**src/rtl/bru_pipe.sv**
```systemverilog
// Pipelined branch/jump unit: resolves direction/target, flags mispredicts, drives wb/completion/redirect.
// Optional BRU_PIPE_STATS_EN adds saturating retire/redirect counters.
package bru_pipe_pkg;
  parameter int XLEN      = 32;
  parameter int PREG_W    = 6;
  parameter int ROB_TAG_W = 6;

  typedef struct packed {
    logic [XLEN-1:0]      pc;
    logic [3:0]           alu_op;
    logic [XLEN-1:0]      imm;
    logic                 imm_used;
    logic                 is_branch;
    logic                 is_jump;
    logic [PREG_W-1:0]    rs1_tag;
    logic [PREG_W-1:0]    rs2_tag;
    logic                 rd_used;
    logic [PREG_W-1:0]    rd_tag;
    logic [ROB_TAG_W-1:0] rob_tag;
  } issue_pkt_t;
endpackage

module bru_pipe
  import bru_pipe_pkg::*;
#(
  parameter int XLEN_P = XLEN,
  parameter int STAGES = 2
) (
  input  logic                 clk,
  input  logic                 rst_n,
  input  logic                 flush_i,
  input  logic                 issue_valid_i,
  output logic                 issue_ready_o,
  input  issue_pkt_t           issue_pkt_i,
  input  logic                 pred_taken_i,
  input  logic [XLEN_P-1:0]    pred_target_i,
  output logic [PREG_W-1:0]    prf_rs1_tag_o,
  output logic [PREG_W-1:0]    prf_rs2_tag_o,
  input  logic [XLEN_P-1:0]    prf_rs1_data_i,
  input  logic [XLEN_P-1:0]    prf_rs2_data_i,
  input  logic                 out_ready_i,
  output logic                 wb_valid_o,
  output logic [PREG_W-1:0]    wb_tag_o,
  output logic [XLEN_P-1:0]    wb_data_o,
  output logic                 cpl_valid_o,
  output logic [ROB_TAG_W-1:0] cpl_tag_o,
  output logic                 cpl_exc_o,
  output logic                 br_redir_valid_o,
  output logic [XLEN_P-1:0]    br_redir_pc_o,
  output logic                 br_taken_o
`ifdef BRU_PIPE_STATS_EN
  ,
  output logic [31:0]          stat_branches_o,
  output logic [31:0]          stat_mispred_o
`endif
);

  typedef enum logic [3:0] {
    BR_EQ  = 4'd0,
    BR_NE  = 4'd1,
    BR_LT  = 4'd2,
    BR_GE  = 4'd3,
    BR_LTU = 4'd4,
    BR_GEU = 4'd5
  } br_op_e;

  typedef struct packed {
    logic                 taken;
    logic                 mispred;
    logic                 misal;
    logic                 is_jump;
    logic                 rd_used;
    logic [PREG_W-1:0]    rd_tag;
    logic [ROB_TAG_W-1:0] rob_tag;
    logic [XLEN_P-1:0]    redir_pc;
    logic [XLEN_P-1:0]    pc4;
`ifdef BRU_PIPE_STATS_EN
    logic                 is_ctl;
`endif
  } res_t;

  logic stall;
  logic out_v;
  res_t out_r;
  res_t res_c;

  assign stall         = out_v & ~out_ready_i;
  assign issue_ready_o = ~stall;
  assign prf_rs1_tag_o = issue_pkt_i.rs1_tag;
  assign prf_rs2_tag_o = issue_pkt_i.rs2_tag;

  // Stage 1: raw capture of packet, prediction and operands
  logic                 s1_v;
  logic [XLEN_P-1:0]    s1_pc, s1_imm, s1_a, s1_b, s1_ptgt;
  logic [3:0]           s1_op;
  logic                 s1_imm_used, s1_is_br, s1_is_j, s1_rd_used, s1_pt;
  logic [PREG_W-1:0]    s1_rd_tag;
  logic [ROB_TAG_W-1:0] s1_rob_tag;

  always_ff @(posedge clk or negedge rst_n) begin
    if (!rst_n) begin
      s1_v        <= 1'b0;
      s1_pc       <= '0;
      s1_imm      <= '0;
      s1_a        <= '0;
      s1_b        <= '0;
      s1_ptgt     <= '0;
      s1_op       <= '0;
      s1_imm_used <= 1'b0;
      s1_is_br    <= 1'b0;
      s1_is_j     <= 1'b0;
      s1_rd_used  <= 1'b0;
      s1_pt       <= 1'b0;
      s1_rd_tag   <= '0;
      s1_rob_tag  <= '0;
    end else if (flush_i) begin
      s1_v <= 1'b0;
    end else if (!stall) begin
      s1_v <= issue_valid_i;
      if (issue_valid_i) begin
        s1_pc       <= issue_pkt_i.pc;
        s1_imm      <= issue_pkt_i.imm;
        s1_a        <= prf_rs1_data_i;
        s1_b        <= prf_rs2_data_i;
        s1_ptgt     <= pred_target_i;
        s1_op       <= issue_pkt_i.alu_op;
        s1_imm_used <= issue_pkt_i.imm_used;
        s1_is_br    <= issue_pkt_i.is_branch;
        s1_is_j     <= issue_pkt_i.is_jump;
        s1_rd_used  <= issue_pkt_i.rd_used;
        s1_pt       <= pred_taken_i;
        s1_rd_tag   <= issue_pkt_i.rd_tag;
        s1_rob_tag  <= issue_pkt_i.rob_tag;
      end
    end
  end

  logic              cond, is_ctl, jalr;
  logic [XLEN_P-1:0] tgt_sum, tgt;

  always_comb begin
    cond = 1'b0;
    case (br_op_e'(s1_op))
      BR_EQ:   cond = (s1_a == s1_b);
      BR_NE:   cond = (s1_a != s1_b);
      BR_LT:   cond = ($signed(s1_a) <  $signed(s1_b));
      BR_GE:   cond = ($signed(s1_a) >= $signed(s1_b));
      BR_LTU:  cond = (s1_a <  s1_b);
      BR_GEU:  cond = (s1_a >= s1_b);
      default: cond = 1'b0;
    endcase

    jalr    = s1_is_j & s1_imm_used;
    is_ctl  = s1_is_br | s1_is_j;
    tgt_sum = (jalr ? s1_a : s1_pc) + s1_imm;
    tgt     = jalr ? {tgt_sum[XLEN_P-1:1], 1'b0} : tgt_sum;

    res_c          = '0;
    res_c.taken    = s1_is_j | (s1_is_br & cond);
    res_c.pc4      = s1_pc + XLEN_P'(4);
    res_c.redir_pc = res_c.taken ? tgt : res_c.pc4;
    res_c.misal    = res_c.taken & (tgt[1:0] != 2'b00);
    res_c.mispred  = is_ctl & ((res_c.taken != s1_pt) | (res_c.taken & (tgt != s1_ptgt)));
    res_c.is_jump  = s1_is_j;
    res_c.rd_used  = s1_rd_used;
    res_c.rd_tag   = s1_rd_tag;
    res_c.rob_tag  = s1_rob_tag;
`ifdef BRU_PIPE_STATS_EN
    res_c.is_ctl   = is_ctl;
`endif
  end

  // Resolution happens once after stage 1; later stages only carry the result
  if (STAGES == 1) begin : g_comb
    assign out_v = s1_v;
    assign out_r = res_c;
  end else begin : g_pipe
    logic [STAGES-2:0] rv;
    res_t              rq [STAGES-1];

    always_ff @(posedge clk or negedge rst_n) begin
      if (!rst_n) begin
        rv <= '0;
        for (int unsigned k = 0; k < STAGES - 1; k++) rq[k] <= '0;
      end else if (flush_i) begin
        rv <= '0;
      end else if (!stall) begin
        rv[0] <= s1_v;
        rq[0] <= res_c;
        for (int unsigned k = 1; k < STAGES - 1; k++) begin
          rv[k] <= rv[k-1];
          rq[k] <= rq[k-1];
        end
      end
    end

    assign out_v = rv[STAGES-2];
    assign out_r = rq[STAGES-2];
  end

  assign cpl_valid_o      = out_v;
  assign cpl_tag_o        = out_v ? out_r.rob_tag : '0;
  assign cpl_exc_o        = out_v & out_r.misal;
  assign wb_valid_o       = out_v & out_r.is_jump & out_r.rd_used & ~out_r.misal;
  assign wb_tag_o         = out_v ? out_r.rd_tag : '0;
  assign wb_data_o        = out_v ? out_r.pc4 : '0;
  assign br_redir_valid_o = out_v & out_r.mispred & ~out_r.misal;
  assign br_redir_pc_o    = out_v ? out_r.redir_pc : '0;
  assign br_taken_o       = out_v & out_r.taken;

`ifdef BRU_PIPE_STATS_EN
  logic retire;
  assign retire = out_v & out_ready_i;

  always_ff @(posedge clk or negedge rst_n) begin
    if (!rst_n) begin
      stat_branches_o <= '0;
      stat_mispred_o  <= '0;
    end else begin
      if (retire && out_r.is_ctl && stat_branches_o != '1)
        stat_branches_o <= stat_branches_o + 32'd1;
      if (retire && br_redir_valid_o && stat_mispred_o != '1)
        stat_mispred_o <= stat_mispred_o + 32'd1;
    end
  end
`endif

endmodule

```
**config.mk**
```make
export PLATFORM = sky130hd
export DESIGN_NAME = bru_pipe
export DESIGN_NICKNAME = d
export VERILOG_FILES = /design/src/rtl/bru_pipe.sv
export SDC_FILE = /design/constraint.sdc
export NUM_CORES = 1
export LEC_CHECK = 0
export BUFFER_PORTS_ARGS = -buffer_cell sky130_fd_sc_hd__buf_2
export CAP_MARGIN = 0
export CORE_ASPECT_RATIO = 0.6
export CORE_MARGIN = 4
export CORE_UTILIZATION = 40
export CTS_CLUSTER_SIZE = 10
export DETAILED_ROUTE_END_ITERATION = 12
export GPL_TIMING_DRIVEN = 1
export HOLD_SLACK_MARGIN = 0.03
export SYNTH_ARGS = -nofsm -noshare
export SYNTH_HDL_FRONTEND = slang
export SYNTH_SLANG_ARGS = --single-unit
```
**constraint.sdc**
```tcl
create_clock -name clk -period 5.3 [get_ports clk]
set_input_delay 1.06 -clock clk [delete_from_list [all_inputs] [get_ports clk]]
set_output_delay 1.06 -clock clk [all_outputs]
set_load 0.02 [all_outputs]
```
### Word level (Yosys, flattened, before mapping)

Cells that the tools add are included.

| cells by class | value |
|---|---|
| muxes and demuxes | 12 |
| magnitude comparators | 4 |
| bitwise operators | 20 |
| multiply operators | 0 |
| equality and inequality tests | 10 |
| add/subtract/negate cells | 2 |
| divide/modulo/power cells | 0 |
| reductions and logical operators | 4 |
| shifts and indexed selects | 0 |

Operators with widths:

| operator | count |
|---|---|
| two-way mux 32 bit | 4 |
| >= comparator 32 bit | 2 |
| less-than comparator 32 bit | 2 |
| inequality test 32 bit | 2 |
| adder 32 x 3 -> 32 bit (second input constant) | 1 |
| adder 32 bit | 1 |
| == test 32 bit | 1 |
| bitwise AND 1 bit | 13 |
| two-way mux 6 bit | 2 |
| == test 4 x 2 -> 1 bit (second input constant) | 2 |
| == test 4 x 3 -> 1 bit (second input constant) | 2 |
| case mux 1 bit (6 select lines) | 1 |
| two-way mux 1 bit | 5 |
| == test 4 x 1 -> 1 bit (second input constant) | 1 |
| logical NOT 4 bit | 1 |
| inverter 1 bit | 4 |
| OR 1 bit | 3 |
| AND reduction 3 bit | 1 |
| inequality test 2 bit (second input constant) | 1 |
| AND reduction 2 bit | 1 |
| nonzero test 2 bit | 1 |
| inequality test 1 bit | 1 |

| word-level totals | value |
|---|---|
| bits in writable memories | 0 |
| bits in registers | 264 |
| latch bits | 0 |
| word-level logic and storage cells | 76 |
| output and inout bits | 94 |
| input port bits | 198 |
| bits in read-only memories | 0 |
| memories | 0 |

### Logic depth before layout (Yosys ltp)

| logic depth | value |
|---|---|
| word-level depth | 8 |
| depth in mapped cells | 18 |
| depth with buffers taken out | 16 |

### Least setup slack after synthesis

OpenSTA, ideal clock, no wires.

| path | value |
|---|---|
| path type | register to register |
| start point | register s1_is_j |
| end point | register g_pipe.rq[79] (netlist name) |
| setup slack | 1406 ps |
| cell stages (with the launch flop) | 16 |
| library setup time | 125 ps |
| data arrival time | 3769 ps |
| data required time | 5175 ps |
| clock period less this slack | 3894 ps |
| path buffers | 2 |
| cell sequence | dfrtp_1 > nand2_1 > clkbuf_1 > mux2_2 > ha_1 > buf_6 > a21oi_4 > o22ai_2 > a21bo_1 > o31ai_4 > o41ai_2 > a21o_2 > a221oi_4 > xnor3_1 > nor4_1 > nor2_1 |

| between the ends | value |
|---|---|
| longest elaborated chain between the ends | 8 |
| elaborated cells on any way between the ends | 11 |
| those cells by class | 1 x add/sub; 2 x eq/ne; 2 x mux; 6 x bitwise |

Ends and longest elaborated chain:

| item | line | source |
|---|---|---|
| from (decl) | 96 | `logic s1_imm_used, s1_is_br, s1_is_j, s1_rd_used, s1_pt;` |
| from (signal assigned) | 129 | `s1_is_j <= issue_pkt_i.is_jump;` |
| bitwise AND 1 bit | 153 | `jalr = s1_is_j & s1_imm_used;` |
| two-way mux 32 bit | 155 | `tgt_sum = (jalr ? s1_a : s1_pc) + s1_imm;` |
| adder 32 bit | 155 |  |
| two-way mux 1 bit | 156 | `tgt = jalr ? {tgt_sum[XLEN_P-1:1], 1'b0} : tgt_sum;` |
| inequality test 32 bit | 163 | `res_c.mispred = is_ctl & ((res_c.taken != s1_pt) \| (res_c.taken & (tgt != s1_ptgt)));` |
| bitwise AND 1 bit | 163 |  |
| OR 1 bit | 163 |  |
| bitwise AND 1 bit * | 163 |  |
| to (signal, indexed assignment) | 192 | `rq[k] <= rq[k-1];` |
| to (decl) | 179 | `res_t rq [STAGES-1];` |

Mark *: on every way between the ends. The rest lies on a longest branch, timed or not.
A chain may end at the register's enable or synchronous reset.

### Worst setup path after layout

Same ends and word-level chain as after synthesis.

==> summary.md <==
| Metric | Value |
|---|---|
| Outcome | `complete, no violations` |
| Largest cells by area after synthesis | `dfrtp_1 (44%), mux2_2 (14%), nand2_1 (5.7%)` |
| Top FF cell, synth | `dfrtp_1` |
| Post-route clock skew | `0.0291 ns` |
| Crit Path Category | `flop to flop` |
| Number of flops mapped to enable cells by yosys | `0` |
| Leakage | `8.18 nW` |
| Rel. slew slack | `32.2%` |
| Routed len/inst | `20.0 µm` |
| CP max-delay cell | `ha_1` |
| DR pass1 iterations | `5` |
| Crit share post-route | `87.2%` |
| Tightest Hold Check Type | `flop to flop` |
| Clk pwr share | `24.1%` |
| P&R area growth vs syn | `16.5%` |
| Worst Path Required | `5.76 ns` |
| Core footprint | `36800 µm²` |
| Cts hold-fix bufs | `0` |
| DRC | `0` |
| Total global-route track usage | `21.1%` |
| Commonest non-fill, non-tap cell in the layout | `buf_2` |
| Final non-filler cell total | `2230` |
| Die footprint | `41100 µm²` |
| Sequential area share after synthesis | `43.7%` |
| Final min period | `4.62 ns` |
| Setup TNS | `0 ns` |
| Syn_nets | `1768` |
| Hold path start | `s1_rd_tag[2]` |
| CP bufs+invs | `1` |
| RSZ-0062 raised after global routing | `no` |
| Async set or reset register ratio after synthesis | `100%` |
| Placed instance area | `16800 µm²` |
| Yosys Warn Count | `0` |
| Routed Wire Length | `44700 µm` |
| NetSw | `2.85 mW` |
| Hold slack | `0.463 ns` |
| First-pass GRT wire length | `67600 µm` |
| Setup crit start | `s1_is_j` |
| CTS Sinks | `264` |
| Synthesized area per cell | `10.0 µm²` |
| Post-Syn Instances | `1505` |
| FMAX | `0.216 GHz` |
| Reg-to-reg critical path startpoint | `s1_is_j` |
| Number of CTS-inserted buffers | `30` |
| Slew @ Worst Pin | `1.02 ns` |
| Post-synthesis cell area | `15100 µm²` |
| Top delay family on crit path | `simple AND/OR/NAND/NOR gates` |
| Reg-to-reg setup timing slack | `0.68 ns` |
| Dpl ws | `0.695 ns` |
| Vias in the first global route | `11447` |
| Total gr overflow | `0` |
| Max H-tree Level | `1` |
| Fin worst setup slack | `0.679 ns` |
| Largest net degree at the start of global routing | `115` |
| CP Data Arrival Time | `5.09 ns` |
| Seq pwr share | `36.5%` |
| Worst-Skew Late Latency | `0.59 ns` |
| CTS tree | `yes` |
| Critical Path Source Type | `flop` |
| DR vias | `11674` |
| Overall power | `7.57 mW` |
| Final Cell Area | `17600 µm²` |
| Post-DRT Antenna Nets | `0` |
| Share of cells above drive strength 1 | `30.0%` |
| Post-CTS Resized | `0` |
| Initial antenna violation count | `1` |
| Critical path cell sequence | `nand2_1 -> buf_12 -> mux2_2 -> ha_1 -> nand3_1 -> o211a_1 -> nor2_1 -> o31ai_4 -> o31ai_1 -> xor3_1 -> nor4_1 -> nand4b_1 -> nor4_1 -> nor2_1` |
| Initial Util | `41.0%` |
| Sw Ratio | `37.6%` |
| Commonest cells after routing, fill and taps aside | `buf_2 (266), dfrtp_1 (263), nand2_1 (231)` |
| Clock slew at reported path FFs | `0.06 ns` |
| Die W | `259 µm` |
| CTS max path bufs | `3` |
| Pwr dens | `430 nW/µm²` |
| Pins Over Slew Limit | `0` |
| Rows | `54` |
| Crit. End Element | `flop` |
| Gate power share | `39.4%` |
| Synth top area share | `43.7%` |
| Root Buffer | `clkbuf_16` |
| Initial DRC Count | `758` |
| Max Cap Violations | `0` |
| Internal | `4.72 mW` |
| Ports | `292` |
| Final setup fails | `0` |
| Slowest stage delay, CP | `0.53 ns` |
| Die span in y | `159 µm` |
| I/O Buffers | `267` |
| Yosys reg bits | `264` |
| Placed insts | `2193` |
| Setup Fix Bufs, Post-CTS | `0` |
| Nets@finish | `1984` |
| Yosys cell types | `82` |
| Fin util | `47.8%` |
| Avg Vias per Cell | `5.23` |
| Gpl congestion | `0.885` |
| Hold Vio Cnt, Final | `0` |
| VDD IR max | `0.000255 V` |
| Yosys top cell by area | `dfrtp_1` |
| Max Fanout on Critical Path | `24` |
| DPL Wire Length | `33700 µm` |
==> layer usage <==
layer  share of wire [%]  vias to the layer above  global-route usage, %
li1                    -                     5633                      -
met1                  47                     5766                   30.4
met2                  47                      238                   35.0
met3                 4.3                       37                   3.16
met4                 1.2                        0                   2.80
met5                   0                        -                      0
==> cell families (layout without fill, tap and decap cells) <==
kind of cell / after synthesis / in the layout / share of synthesized area (%)
AO/OA/AOI/OAI: 249 / 249 / 10.6
XOR/XNOR: 86 / 86 / 5.85
adder cells (fa/ha/maj): 65 / 65 / 5.43
buffers and inverters: 142 / 362 / 3.98
flip-flops: 264 / 264 / 43.7
multiplexers: 194 / 194 / 14.4
other: 0 / 1 / 0
AND/OR/NAND/NOR: 505 / 505 / 16.1
==> registers in the layout (all words and copies together), names as in the netlist, 4 cells and up <==
name and count:
s1_imm 32, g_pipe.rq 81, s1_ptgt 32, s1_b 32, s1_rob_tag 6, s1_rd_tag 6
s1_op 4, s1_a 32, s1_pc 32
==> power by group through the flow <==
stage	registers, mW	logic (mW)	clock network, mW
5_1_grt	2.81	3.27	1.95
6_report	2.76	2.98	1.82
2_1_floorplan	2.64	2.19	0
3_3_place_gp	2.79	2.96	0
3_5_place_dp	2.80	2.97	0
4_1_cts	2.76	2.99	1.88
==> area by class of cell <==
type,count,area [µm²]
timing repair buffer,277,1470
inverter,49,184
clock buffer,34,766
antenna,1,2.50
fill,3560,19200
tap,504,631
clock inverter,2,21.3
multi-input combinational,1099,7920
sequential,264,6610
==> cell usage after synthesis, types with 11 or more instances <==
library cell,n
a21o_1,13
a21oi_1,58
and2_1,87
buf_2,13
buf_4,12
clkbuf_1,65
dfrtp_1,264
ha_1,64
inv_1,49
mux2_2,184
nand2_1,231
nand3_1,25
nand4_1,23
nor2_1,59
nor3_1,19
nor4_1,11
o21ai_0,92
o21ai_1,12
xnor2_1,40
xor2_1,37
==> path summary, 6_finish.rpt <==
check / cells past startpoint / to
worst max-delay path: 14 / g_pipe.rq[79]
worst min-delay path: 2 / g_pipe.rq[72]
worst max register to register: 14 / g_pipe.rq[79]
worst min register to register: 2 / g_pipe.rq[72]
max in group asynchronous: 2 / s1_imm[6]
min in group asynchronous: 1 / g_pipe.rq[28]
==> worst reg2reg max path: cells and delay by family (launching register included) <==
family / cells / cell delay [ns]
AOI/OAI and AO/OA: 3 / 0.88
xor gates and xnor gates: 1 / 0.34
adders and majority gates: 1 / 0.53
buffers and inverters: 1 / 0.25
DFF: 1 / 0.44
muxes: 1 / 0.36
and+or+nand+nor: 7 / 1.70
Power figures use the tool's default switching activity.
